[src/rtl/shift_loader.sv]
`default_nettype none
// ============================================================================
// Module   : shift_loader
// Purpose  : Serial-to-parallel front end for the shift datapath. Collects a
//            framed single-bit stream into a WIDTH-bit word and presents it
//            as the 'a' operand with a valid/ready handshake. Partial frames
//            and dropped words are reported through sticky status flags.
// Ports    : clk, rst        - clock, synchronous active-high reset
//            i_din           - serial data bit (qualified by i_din_valid)
//            i_din_valid     - i_din qualifier
//            i_sof           - start of frame, marks i_din as first bit
//            i_a_ready       - downstream accepts o_a when o_a_valid=1
//            i_err_clr       - clears o_overrun and o_frame_err
//            o_a             - assembled word, held while pending
//            o_a_valid       - word pending
//            o_busy          - frame in progress
//            o_bit_cnt       - bits collected in the current frame
//            o_overrun       - sticky: a completed word was dropped
//            o_frame_err     - sticky: sof arrived mid-frame
// Revision : 1.0 - initial release
// ============================================================================
module shift_loader #(
    parameter int               WIDTH     = 8,
    parameter bit               MSB_FIRST = 1'b1,
    parameter logic [WIDTH-1:0] RESET_VAL = 8'b11110000
) (
    input  logic                       clk,
    input  logic                       rst,
    input  logic                       i_din,
    input  logic                       i_din_valid,
    input  logic                       i_sof,
    input  logic                       i_a_ready,
    input  logic                       i_err_clr,
    output logic [WIDTH-1:0]           o_a,
    output logic                       o_a_valid,
    output logic                       o_busy,
    output logic [$clog2(WIDTH+1)-1:0] o_bit_cnt,
    output logic                       o_overrun,
    output logic                       o_frame_err
);

    localparam int               c_CNT_W     = $clog2(WIDTH + 1);
    localparam logic [c_CNT_W-1:0] c_CNT_ONE   = c_CNT_W'(1);
    localparam logic [c_CNT_W-1:0] c_CNT_WIDTH = c_CNT_W'(WIDTH);

    localparam logic [0:0] c_ST_IDLE  = 1'b0;
    localparam logic [0:0] c_ST_SHIFT = 1'b1;

    logic [0:0]         r_state;
    logic [0:0]         w_state_nxt;
    logic [WIDTH-1:0]   r_sreg;
    logic [WIDTH-1:0]   r_a;
    logic               r_a_valid;
    logic [c_CNT_W-1:0] r_bit_cnt;
    logic               r_overrun;
    logic               r_frame_err;

    logic               w_start;
    logic               w_take;
    logic [c_CNT_W-1:0] w_cnt_inc;
    logic               w_complete;
    logic [WIDTH-1:0]   w_base;
    logic [WIDTH-1:0]   w_shifted;
    logic               w_load_a;
    logic               w_set_ovr;
    logic               w_set_fe;

    // A qualified sof always starts a frame; plain bits count only mid-frame.
    assign w_start   = i_din_valid & i_sof;
    assign w_take    = i_din_valid & (i_sof | (r_state == c_ST_SHIFT));
    assign w_cnt_inc = w_start ? c_CNT_ONE : (r_bit_cnt + c_CNT_ONE);
    assign w_complete = w_take & (w_cnt_inc == c_CNT_WIDTH);

    // A restart begins from an empty register so no stale bits survive.
    assign w_base = w_start ? '0 : r_sreg;

    generate
        if (WIDTH == 1) begin : g_w1
            assign w_shifted = i_din;
        end else if (MSB_FIRST) begin : g_msb
            assign w_shifted = (w_base << 1) | {{(WIDTH-1){1'b0}}, i_din};
        end else begin : g_lsb
            assign w_shifted = (w_base >> 1) | {i_din, {(WIDTH-1){1'b0}}};
        end
    endgenerate

    // A completed word is accepted if the output slot is free or is being
    // emptied on this very edge; otherwise it is dropped.
    assign w_load_a  = w_complete & (~r_a_valid | i_a_ready);
    assign w_set_ovr = w_complete & r_a_valid & ~i_a_ready;
    assign w_set_fe  = w_start & (r_state == c_ST_SHIFT);

    // ---------------------------------------------------------------- FSM
    always_ff @(posedge clk) begin
        if (rst) begin
            r_state <= c_ST_IDLE;
        end else begin
            r_state <= w_state_nxt;
        end
    end

    always_comb begin
        w_state_nxt = r_state;
        if (w_take) begin
            w_state_nxt = w_complete ? c_ST_IDLE : c_ST_SHIFT;
        end
    end

    // ----------------------------------------------------------- datapath
    always_ff @(posedge clk) begin
        if (rst) begin
            r_sreg      <= '0;
            r_bit_cnt   <= '0;
            r_a         <= RESET_VAL;
            r_a_valid   <= 1'b0;
            r_overrun   <= 1'b0;
            r_frame_err <= 1'b0;
        end else begin
            if (w_take) begin
                r_sreg    <= w_shifted;
                r_bit_cnt <= w_complete ? '0 : w_cnt_inc;
            end

            if (w_load_a) begin
                r_a       <= w_shifted;
                r_a_valid <= 1'b1;
            end else if (r_a_valid & i_a_ready) begin
                r_a_valid <= 1'b0;
            end

            // Set has priority over a simultaneous clear.
            r_overrun   <= w_set_ovr | (r_overrun   & ~i_err_clr);
            r_frame_err <= w_set_fe  | (r_frame_err & ~i_err_clr);
        end
    end

    assign o_a         = r_a;
    assign o_a_valid   = r_a_valid;
    assign o_busy      = (r_state == c_ST_SHIFT);
    assign o_bit_cnt   = r_bit_cnt;
    assign o_overrun   = r_overrun;
    assign o_frame_err = r_frame_err;

endmodule
`default_nettype wire

[config.mk]
export PLATFORM = sky130hd
export DESIGN_NAME = shift_loader
export DESIGN_NICKNAME = d
export VERILOG_FILES = /design/src/rtl/shift_loader.sv
export SDC_FILE = /design/constraint.sdc
export NUM_CORES = 1
export LEC_CHECK = 0
export BUFFER_PORTS_ARGS = -buffer_cell sky130_fd_sc_hd__buf_2
export CAP_MARGIN = 20
export CORE_ASPECT_RATIO = 0.7
export CORE_UTILIZATION = 51
export DETAILED_ROUTE_END_ITERATION = 8
export PLACE_DENSITY = 0.87
export SKIP_CTS_REPAIR_TIMING = 1
export SYNTH_ARGS = -nofsm -noshare
export SYNTH_HDL_FRONTEND = slang
export SYNTH_SLANG_ARGS = --single-unit
[constraint.sdc]
create_clock -name clk -period 1.7 [get_ports clk]
set_input_delay 0.34 -clock clk [delete_from_list [all_inputs] [get_ports clk]]
set_output_delay 0.34 -clock clk [all_outputs]
set_load 0.02 [all_outputs]
* Word level (Yosys, flattened, before mapping)
Index checks and enable logic that the tools add are counted.
** Storage, ports and cells
- Flip-flop bits (word level) :: 23
- Bits in latches :: 0
- Memory bits (writable) :: 0
- ROM bits :: 0
- Output and inout bits :: 16
- Word-level logic and storage cells :: 34
- Memories :: 0
** Operators by class
- $add $sub $neg :: 1
- Multiply operators :: 0
- Div/mod/pow operators :: 0
- Order comparisons :: 0
- Equal/unequal tests :: 1
- Shift operators :: 0
- Muxes and demuxes :: 6
- Bitwise logic cells :: 18
- Reductions and logical operators :: 1
** Operator list (number)
- $and A1 B1 Y1 :: 10
- $mux W4 :: 2
- $or A8 B1 Y8 :: 1
- $mux W7 :: 1
- $add A4 B1 Y4 const B :: 1
- $eq A4 B4 Y1 const B :: 1
- $or A1 B1 Y1 :: 4
- $mux W1 :: 3
- $not A1 Y1 :: 3
- $reduce_bool A2 Y1 :: 1

* Longest topological paths before layout
Gate-level depths: netlist of run 1.
- Depth after elaboration :: 7
- Depth in mapped cells :: 6

* Worst setup path after synthesis of run 1
No wires, ideal clock.
- Path type :: register -> register
- From :: reg r_bit_cnt[0] (netlist: o_bit_cnt[0])
- To :: reg r_a[0] (netlist: o_a[0])
- Arrival :: 1.658 ns
- Data required time :: 1.628 ns
- Slack :: -0.030 ns
- Stages on the path, launching flop included :: 7
- Period minus slack after synthesis :: 1.730 ns
- Cell sequence :: dfxtp_1 ha_1 nand4b_1 o22ai_2 and3_1 buf_6 mux2i_1
** Between the ends
- Word-level cells in the longest chain between the ends :: 5
** RTL lines
- start, declared :: RTL line 54 : logic [c_CNT_W-1:0] r_bit_cnt;
- start signal, assigned :: RTL line 121 : r_bit_cnt <= w_complete ? '0 : w_cnt_inc;
- $add A4 B1 Y4 :: RTL line 71 : assign w_cnt_inc = w_start ? c_CNT_ONE : (r_bit_cnt + c_CNT_ONE);
- $mux W4 :: RTL line 71
- $eq A4 B4 Y1 :: RTL line 72 : assign w_complete = w_take & (w_cnt_inc == c_CNT_WIDTH);
- $and A1 B1 Y1 :: RTL line 72
- $and A1 B1 Y1 :: RTL line 89 : assign w_load_a = w_complete & (~r_a_valid | i_a_ready);
- end signal, assigned :: RTL line 125 : r_a <= w_shifted;
- end, declared :: RTL line 52 : logic [WIDTH-1:0] r_a;
Every way passes these cells.
A chain may end at the register's enable or synchronous reset.

* Worst setup path in the final report of run 1
Same ends and word-level chain as after synthesis.

==> results of run 1 <==
cell type report:
class | instances | share of cell area
Multi-Input combinational cell | 72 | 0.414
Sequential cell | 23 | 0.395
Timing Repair Buffer | 29 | 0.139
Tap cell | 21 | 0.0224
Clock buffer | 3 | 0.0192
Inverter | 2 | 0.00640
Clock inverter | 1 | 0.00427
cells in the mapped netlist (all sizes together):
library cell | count | area share
and3 | 2 | 0.013
or3b | 1 | 0.0090
o21ai | 2 | 0.014
mux2 | 1 | 0.012
ha | 1 | 0.013
nand4b | 1 | 0.0090
mux2i | 9 | 0.093
a21oi | 7 | 0.036
clkbuf | 4 | 0.017
nand4bb | 1 | 0.012
xnor2 | 3 | 0.027
nand3b | 2 | 0.015
o22ai | 1 | 0.013
inv | 2 | 0.0078
nand2b | 7 | 0.045
nand2 | 5 | 0.019
o31ai | 1 | 0.0078
dfxtp | 23 | 0.48
buf | 2 | 0.017
a311oi | 1 | 0.0090
nand3 | 3 | 0.015
a22oi | 7 | 0.054
nor2 | 17 | 0.066
routing by layer:
layer / wire (um) / up-vias
met5: 0 / -
met3: 131 / 6
met2: 948 / 37
met4: 24 / 0
li1: - / 413
met1: 1010 / 386
worst reg2reg max path: cells and delay by family (launching register included):
family | cells | cell delay [ns]
and+or+nand+nor | 2 | 0.40
DFF | 1 | 0.36
muxes | 1 | 0.19
adders and majority gates | 1 | 0.25
buffers and inverters | 1 | 0.15
AOI/OAI and AO/OA | 1 | 0.21
worst max path at each step:
stage / from / endpoint / slack (ns) / cells after the start
2_1_floorplan: o_bit_cnt[0]$_SDFFE_PP0P_ / o_a[0]$_SDFFE_PP0P_ / 0.1 / 6
5_1_grt: o_bit_cnt[0]$_SDFFE_PP0P_ / o_a[2]$_SDFFE_PP0P_ / -0.002 / 6
3_5_place_dp: o_bit_cnt[0]$_SDFFE_PP0P_ / o_a[3]$_SDFFE_PP0P_ / 0.003 / 6
3_3_place_gp: o_bit_cnt[0]$_SDFFE_PP0P_ / o_a[4]$_SDFFE_PP1P_ / 0.13 / 6
6_report: o_bit_cnt[0]$_SDFFE_PP0P_ / o_a[0]$_SDFFE_PP0P_ / 0.1 / 6
4_1_cts: o_bit_cnt[0]$_SDFFE_PP0P_ / o_a[0]$_SDFFE_PP0P_ / -0.01 / 6
state kept, by name (all words and copies together), names as in the netlist:
signal,flops
o_a,8
o_a_valid,1
o_bit_cnt,4
o_busy,1
o_frame_err,1
o_overrun,1
r_sreg,7
logic make-up (layout without fill, tap and decap cells):
| family | count (synthesis) | in the layout |
|---|---|---|
| fa+ha+maj | 1 | 1 |
| simple gates | 39 | 39 |
| buf+inv | 8 | 35 |
| flops | 23 | 23 |
| mux | 10 | 10 |
| compound gates | 19 | 19 |
| xor+xnor | 3 | 3 |
per-stage QoR:
stage | utilization | setup slack [ns] | cell area (um^2) | cells
global placement | 0.666 | 0.126 | 1120 | 146
floorplan | - | 0.0990 | 971 | 103
global route | 0.697 | -0.00158 | 1170 | 151
detailed placement | 0.666 | 0.00305 | 1120 | 146
CTS | 0.682 | -0.0105 | 1150 | 150
finish | 0.697 | 0.0992 | 1170 | 151
power breakdown:
group          total, mW  switching [mW]  internal [mW]
clock              0.254           0.166         0.0880
combinational     0.0759          0.0449         0.0310
sequential         0.552         0.00681          0.545
total              0.882           0.218          0.664
==> results.md, run 1 <==
* Final ANT Viol Nets at 0
* Crit Path Class: flop to flop
* Final Cycle Share at 0.942
* Post-detailed-routing wire length at 2.12 mm
* Met3 GRT Util at 0.0952
* Worst Hold Endpoint: o_overrun$_SDFF_PP0_
* Layer with the highest usage: met2
* H-tree depth at 1
* Worst Tran Pin Value at 0.486 ns
* Clock Latency Late Sink at 0.32 ns
* Initial DRC Count at 25
* CTS tree: built
* Fillers at 133
* TritonCTS Buffers at 3
* Gpl congestion at 0.812
* Post-detailed-placement half-perimeter wirelength at 1.49 mm
* Clk sinks at 23
* Crit path DAT at 1.84 ns
* Synth Cell Area at 968 um^2
* Layout area overhead at 21.1%
* Number of port buffers at 22
* Pwr Density at 752 nW/um^2
* Post-synthesis mux area share at 0.105
* Crit start category: flop
* Die area at 2080 um^2
* Yosys warns at 0
* Compound-Gate Fraction of Synth Area at 0.134
* Sequential fraction of the synthesis area at 0.475
* Status: completed
* Register area at 463 um^2
* R2r startpoint: o_bit_cnt[0]$_SDFFE_PP0P_
* Initial Utilization at 0.576
* First-pass GRT wire length at 3.37 mm
* XOR/XNOR Fraction of Synth Area at 0.0271
* Multi-input logic area at 485 um^2
* First-pass DRT Iterations at 5
* M1 GR Usage at 0.294
* Tmin final at 1.60 ns
* Worst r2r dst: o_a[0]$_SDFFE_PP0P_
* Clock transition at path regs at 0.14 ns
* Root Driver: clkbuf_4
* Most frequent cells in the layout: buf_2 (22), dfxtp_1 (21), nor2_1 (17)
* CP Cell Sequence: ha_4 -> nand4b_1 -> o22ai_2 -> and3_4 -> buf_4 -> mux2i_1
* Setup_tns at 0 ns
* Critical path fanouts, max at 5
* Worst Reg-to-Reg Cells at 6
* Layout cell share with drive strength beyond 1 at 0.315
* Die height at 38.5 um
* # DRC at 0
* Bufs and invs on worst path at 1
* Hold Crit Class: input pin to flop
* Via-per-instance ratio at 5.58
* Max-slew violations at 0
* Final Skew at 0.0179 ns
* Top Ports at 23
* Required time of the critical path at 1.94 ns
* Global Route Usage Sum at 0.240
* Final setup violation count at 0
* WL/cell at 14.0 um
* Fin. Hold Viols at 0
* Antenna diodes at 0
* Met2 Track Usage GR at 0.404
* VDD IR max at 0.663 mV
* Fmax at 625 MHz
* Vias post-DR at 842
* Worst rel slew slack at 0.676
* Delay of the slowest cell on the worst path at 0.36 ns
* Main combinational cell family by area after synthesis: simple AND/OR/NAND/NOR gates
* Global route overflow at 0
* Pin count of the biggest net entering global routing at 18
* Net count, final at 139
* Slowest-stage cell, CP: dfxtp_2
* Lkg Pwr at 0.465 nW
* Die X at 54.1 um
* Post-Synth Simple-Gate Area at 0.204
* Adder-cell area share of the yosys netlist at 0.0129
* Crit path max-delay family: simple AND/OR/NAND/NOR gates
* Clock Tree Buf Depth at 2
* Worst hold margin at 0.278 ns
* Min-delay src: i_err_clr
* Synth unique cells at 26
* Cell count after synthesis at 103
* Max-cap viol count at 0
* Core Region at 1680 um^2
* Syn_nets at 111
* Vias in the first global route at 737
* Most common cell after layout, fill and taps aside: buf_2
* CP endpoint kind: flop
* #FFs+latches synth at 23
* Pwr Total at 0.882 mW
* Register-to-register setup slack at 0.1 ns
* Worst hold stages at 3
* Initial antenna violation count at 0
* Synthesized area per cell at 9.40 um^2
* Placement row count at 12
No activity file was read; power rests on OpenSTA's default activity.
==> run 2, diff against run 1 <==
Settings changed: CAP_MARGIN 20 to 5, CELL_PAD_IN_SITES_DETAIL_PLACEMENT from default to 1, CELL_PAD_IN_SITES_GLOBAL_PLACEMENT from default to 2, CORE_UTILIZATION 51 to 30, PLACE_DENSITY 0.87 to 0.86.
==> run 2 against run 1 <==
Worst hold slack better by 0.054 ns. Sequential power hardly changed. Register-to-register slack worse by 0.03 ns. Via count is 3.9% lower. Critical endpoint unchanged. Largest cell class unchanged.
==> results.md, run 2 (synthesis gave the netlist of run 1 again) <==
* Final Skew at 0.00511 ns
* Clock Tree Buf Depth at 2
* Layout area overhead at 24.2%
* Number of port buffers at 22
* Clock transition at path regs at 0.07 ns
* First-pass GRT wire length at 3.42 mm
* CP endpoint kind: flop
* Hold Crit Class: input pin to flop
* First-pass DRT Iterations at 4
* Pwr Density at 799 nW/um^2
* Root Driver: clkbuf_8
* Gpl congestion at 0.695
* TritonCTS Buffers at 3
* Final setup violation count at 0
* R2r startpoint: o_bit_cnt[0]$_SDFFE_PP0P_
* Tmin final at 1.63 ns
* Via-per-instance ratio at 4.96
* Register area at 463 um^2
* Core Region at 2920 um^2
* Max-cap viol count at 0
* Worst rel slew slack at 0.671
* Top Ports at 23
* Multi-input logic area at 489 um^2
* Placement row count at 16
* Unrepaired setup endpoints after global routing: true
* Antenna diodes at 0
* Vias in the first global route at 734
* Crit path DAT at 1.82 ns
* Lkg Pwr at 0.459 nW
* VDD IR max at 0.416 mV
* Global Route Usage Sum at 0.127
* Initial Utilization at 0.331
* Post-detailed-routing wire length at 2.12 mm
* Pwr Total at 0.960 mW
* H-tree depth at 1
* Net count, final at 136
* Clock Latency Late Sink at 0.26 ns
* Critical path fanouts, max at 8
* Final Cycle Share at 0.961
* Fmax at 612 MHz
* Initial antenna violation count at 0
* WL/cell at 13.0 um
* # DRC at 0
* Worst Tran Pin Value at 0.494 ns
* Die height at 49.5 um
* Crit Path Class: flop to flop
* CTS tree: built
* Clk sinks at 23
* Die area at 3460 um^2
* Most common cell after layout, fill and taps aside: buf_2
* Global route overflow at 0
* Fillers at 352
* Vias post-DR at 809
* Final WS setup at 0.0667 ns
* Status: completed
* Die X at 69.9 um
* Delay of the slowest cell on the worst path at 0.34 ns
* Pre-CTS setup slack at 0.0339 ns
* Final ANT Viol Nets at 0
* Required time of the critical path at 1.89 ns
* CP startpoint: o_bit_cnt[0]$_SDFFE_PP0P_
* Max FFs per register at 8
* Initial DRC Count at 43
* Most frequent cells in the layout: buf_2 (22), dfxtp_1 (21), nor2_1 (17)
* CP Cell Sequence: ha_4 -> nand4b_1 -> o22ai_2 -> and3_4 -> buf_12 -> mux2i_2
* Pin count of the biggest net entering global routing at 31
* Fin. Hold Viols at 0
* Slowest-stage cell, CP: dfxtp_2
* Crit start category: flop
* Min-delay src: i_din
* Layout cell share with drive strength beyond 1 at 0.299
* Max-slew violations at 0
[run 2: worst max-delay path: cells and delay by family, from the launching register on]
family	cells	cell delay, ns
muxes	1	0.20
AOI/OAI and AO/OA	1	0.24
DFF	1	0.34
and+or+nand+nor	2	0.41
buffers and inverters	1	0.13
adders and majority gates	1	0.24
[run 2: final cells by class]
| class | count | area share |
|---|---|---|
| flip-flops and latches | 23 | 0.385 |
| repair buffers | 26 | 0.127 |
| inverters | 2 | 0.00624 |
| multi-input cells | 72 | 0.407 |
| clock buffers | 4 | 0.0375 |
| well taps | 36 | 0.0375 |
[run 2: power breakdown]
| part | switching, mW | leakage, nW | internal (mW) |
|---|---|---|---|
| Clock | 0.168 | 0.0228 | 0.167 |
| Combinational | 0.0446 | 0.249 | 0.0294 |
| Sequential | 0.00616 | 0.187 | 0.545 |
[run 2: path summary, 6_finish.rpt]
kind | endpoint | slack [ns] | cells after the start
worst max-delay path | o_a[0]$_SDFFE_PP0P_ | 0.07 | 6
worst min-delay path | r_sreg[0]$_SDFFE_PP0P_ | 0.33 | 3
worst max register to register | o_a[0]$_SDFFE_PP0P_ | 0.07 | 6
worst min register to register | o_a[3]$_SDFFE_PP0P_ | 0.47 | 2
[run 2: layer usage]
metal	vias to the layer above	part of all wire	wire, um	global-route usage
met1	385	0.51	1070	0.174
met3	2	0.061	128	0.0532
met2	20	0.42	898	0.186
met4	0	0.0057	12	0.0300
met5	-	0	0	0
li1	402	-	-	-
[run 2: through the flow]
| stage | instances | hold slack, ns | setup TNS (ns) | instance area, um^2 | utilization |
|---|---|---|---|---|---|
| after floorplan | 103 | 0.451 | 0 | 971 | - |
| after global placement | 159 | 0.459 | 0 | 1140 | 0.389 |
| after detailed placement | 159 | 0.469 | 0 | 1140 | 0.389 |
| after CTS | 163 | 0.330 | -0.00172 | 1180 | 0.404 |
| after global routing | 163 | 0.332 | -0.0260 | 1200 | 0.411 |
| final | 163 | 0.332 | 0 | 1200 | 0.411 |
==> run 3, diff against run 2 <==
Settings changed: SETUP_SLACK_MARGIN from default to 0.2.
==> run 3 against run 2 <==
Cell count grew 1.2%. Via count shrank 1.1%. Sequential share of layout area shrank 0.49 points. Global-route usage up 0.39 points. Register-to-register slack improved by 0.03 ns. Critical path type unchanged.
==> results.md, run 3 (synthesis gave the netlist of run 1 again) <==
* Max-slew violations at 0
* Vias in the first global route at 734
* Post-detailed-placement half-perimeter wirelength at 1.44 mm
* Via-per-instance ratio at 4.85
* First-pass GRT wire length at 3.48 mm
* Lkg Pwr at 0.470 nW
* Final Cycle Share at 0.941
* WL/cell at 12.7 um
* Crit path DAT at 1.79 ns
* Vias post-DR at 800
* Fmax at 625 MHz
* Initial antenna violation count at 0
* Top Ports at 23
* Tmin final at 1.60 ns
* Final setup violation count at 0
* TritonCTS Buffers at 3
* Root Driver: clkbuf_8
* Max FFs per register at 8
* Final ANT Viol Nets at 0
* Die area at 3460 um^2
* Layout cell share with drive strength beyond 1 at 0.310
* Worst r2r dst: o_a[1]$_SDFFE_PP0P_
* Worst rel slew slack at 0.673
* Worst Tran Pin Value at 0.490 ns
* Layout area overhead at 27.1%
* Final Util at 0.421
* Final Skew at 0.00497 ns
* # DRC at 0
* Post-detailed-routing wire length at 2.10 mm
* Global Route Usage Sum at 0.131
* Crit start category: flop
* H-tree depth at 1
* Unrepaired setup endpoints after global routing: true
* Hold Crit Class: input pin to flop
* Clock transition at path regs at 0.07 ns
* Die height at 49.5 um
* Required time of the critical path at 1.89 ns
* R2r startpoint: o_bit_cnt[1]$_SDFFE_PP0P_
* Clock Latency Late Sink at 0.26 ns
* Number of port buffers at 22
* Crit path capture: o_a[1]$_SDFFE_PP0P_
* Antenna diodes at 0
* Placement row count at 16
* First-pass DRT Iterations at 4
* VDD IR max at 0.399 mV
* Gpl congestion at 0.713
* Pin count of the biggest net entering global routing at 31
* Non-filler cells, final at 165
* Clock Tree Buf Depth at 2
* Global route overflow at 0
* Max-cap viol count at 0
* Net count, final at 138
* Initial DRC Count at 43
* Initial Utilization at 0.331
* Clk sinks at 23
* Setup_tns at 0 ns
* Most frequent cells in the layout: buf_2 (22), dfxtp_1 (21), nor2_1 (17)
* Die X at 69.9 um
* Worst Reg-to-Reg Cells at 6
* CP endpoint kind: flop
* CP startpoint: o_bit_cnt[1]$_SDFFE_PP0P_
* Post-DP Area at 1140 um^2
* Critical path fanouts, max at 8
* Fin. Hold Viols at 0
* Placed insts at 157
* Most common cell after layout, fill and taps aside: buf_2
* Core Region at 2920 um^2
* Crit Path Class: flop to flop
* CTS tree: built
* Status: completed
* Pwr Density at 778 nW/um^2
* Final instance area at 1230 um^2
* Register-to-register setup slack at 0.1 ns
==> run 3: changes by cell type in the layout (fill, tap and decap cells not counted) <==
| cell | previous run | this run |
|---|---|---|
| buf_4 | 3 | 5 |
| dfxtp_2 | 2 | 0 |
| dfxtp_4 | 0 | 2 |
| mux2i_2 | 1 | 0 |
| mux2i_4 | 0 | 1 |
==> run 3: cell type report <==
class / count / area (um^2)
multi-input combinational: 72 / 498
sequential: 23 / 468
inverter: 2 / 7.51
timing repair buffer: 28 / 168
clock buffer: 4 / 45.0
fill: 342 / 1690
tap: 36 / 45.0
==> run 3: critical path, stage by stage (launching register included) <==
cell and delay [ns]:
dfxtp_4 0.36, ha_4 0.24, nand4b_1 0.18, o22ai_2 0.19, and3_4 0.22, buf_12 0.13, mux2i_4 0.21
==> run 3: worst min-delay path by stage <==
stage / startpoint / cells after the start / to / slack [ns]
2_1_floorplan: r_sreg[0]$_SDFFE_PP0P_ / 2 / o_a[1]$_SDFFE_PP0P_ / 0.45
3_3_place_gp: o_frame_err$_SDFF_PP0_ / 2 / o_frame_err$_SDFF_PP0_ / 0.46
3_5_place_dp: o_frame_err$_SDFF_PP0_ / 2 / o_frame_err$_SDFF_PP0_ / 0.46
4_1_cts: i_din / 3 / r_sreg[0]$_SDFFE_PP0P_ / 0.33
5_1_grt: i_err_clr / 3 / o_frame_err$_SDFF_PP0_ / 0.36
6_report: i_din / 3 / r_sreg[0]$_SDFFE_PP0P_ / 0.34
==> run 3: per-layer routing <==
metal	global-route usage	vias up	wire [um]
li1	-	410	-
met1	0.171	371	1030
met2	0.200	14	957
met3	0.0511	5	91
met4	0.0400	0	25
met5	0	-	0
==> run 3: per-stage QoR <==
step	hold slack [ns]	power [mW]	worst slack [ns]
after global routing	0.362	1.00	0.0372
after detailed placement	0.458	0.632	0.0514
after global placement	0.461	0.629	0.0792
final	0.338	0.958	0.100
after CTS	0.334	0.974	0.0345
after floorplan	0.451	0.608	0.170
==> run 3: report_power, final <==
part           leakage (nW)  switching (mW)  total [mW]  internal [mW]
sequential            0.187         0.00677       0.549          0.543
combinational         0.260          0.0436      0.0750         0.0314
clock                0.0228           0.166       0.334          0.167
total                 0.470           0.217       0.958          0.741
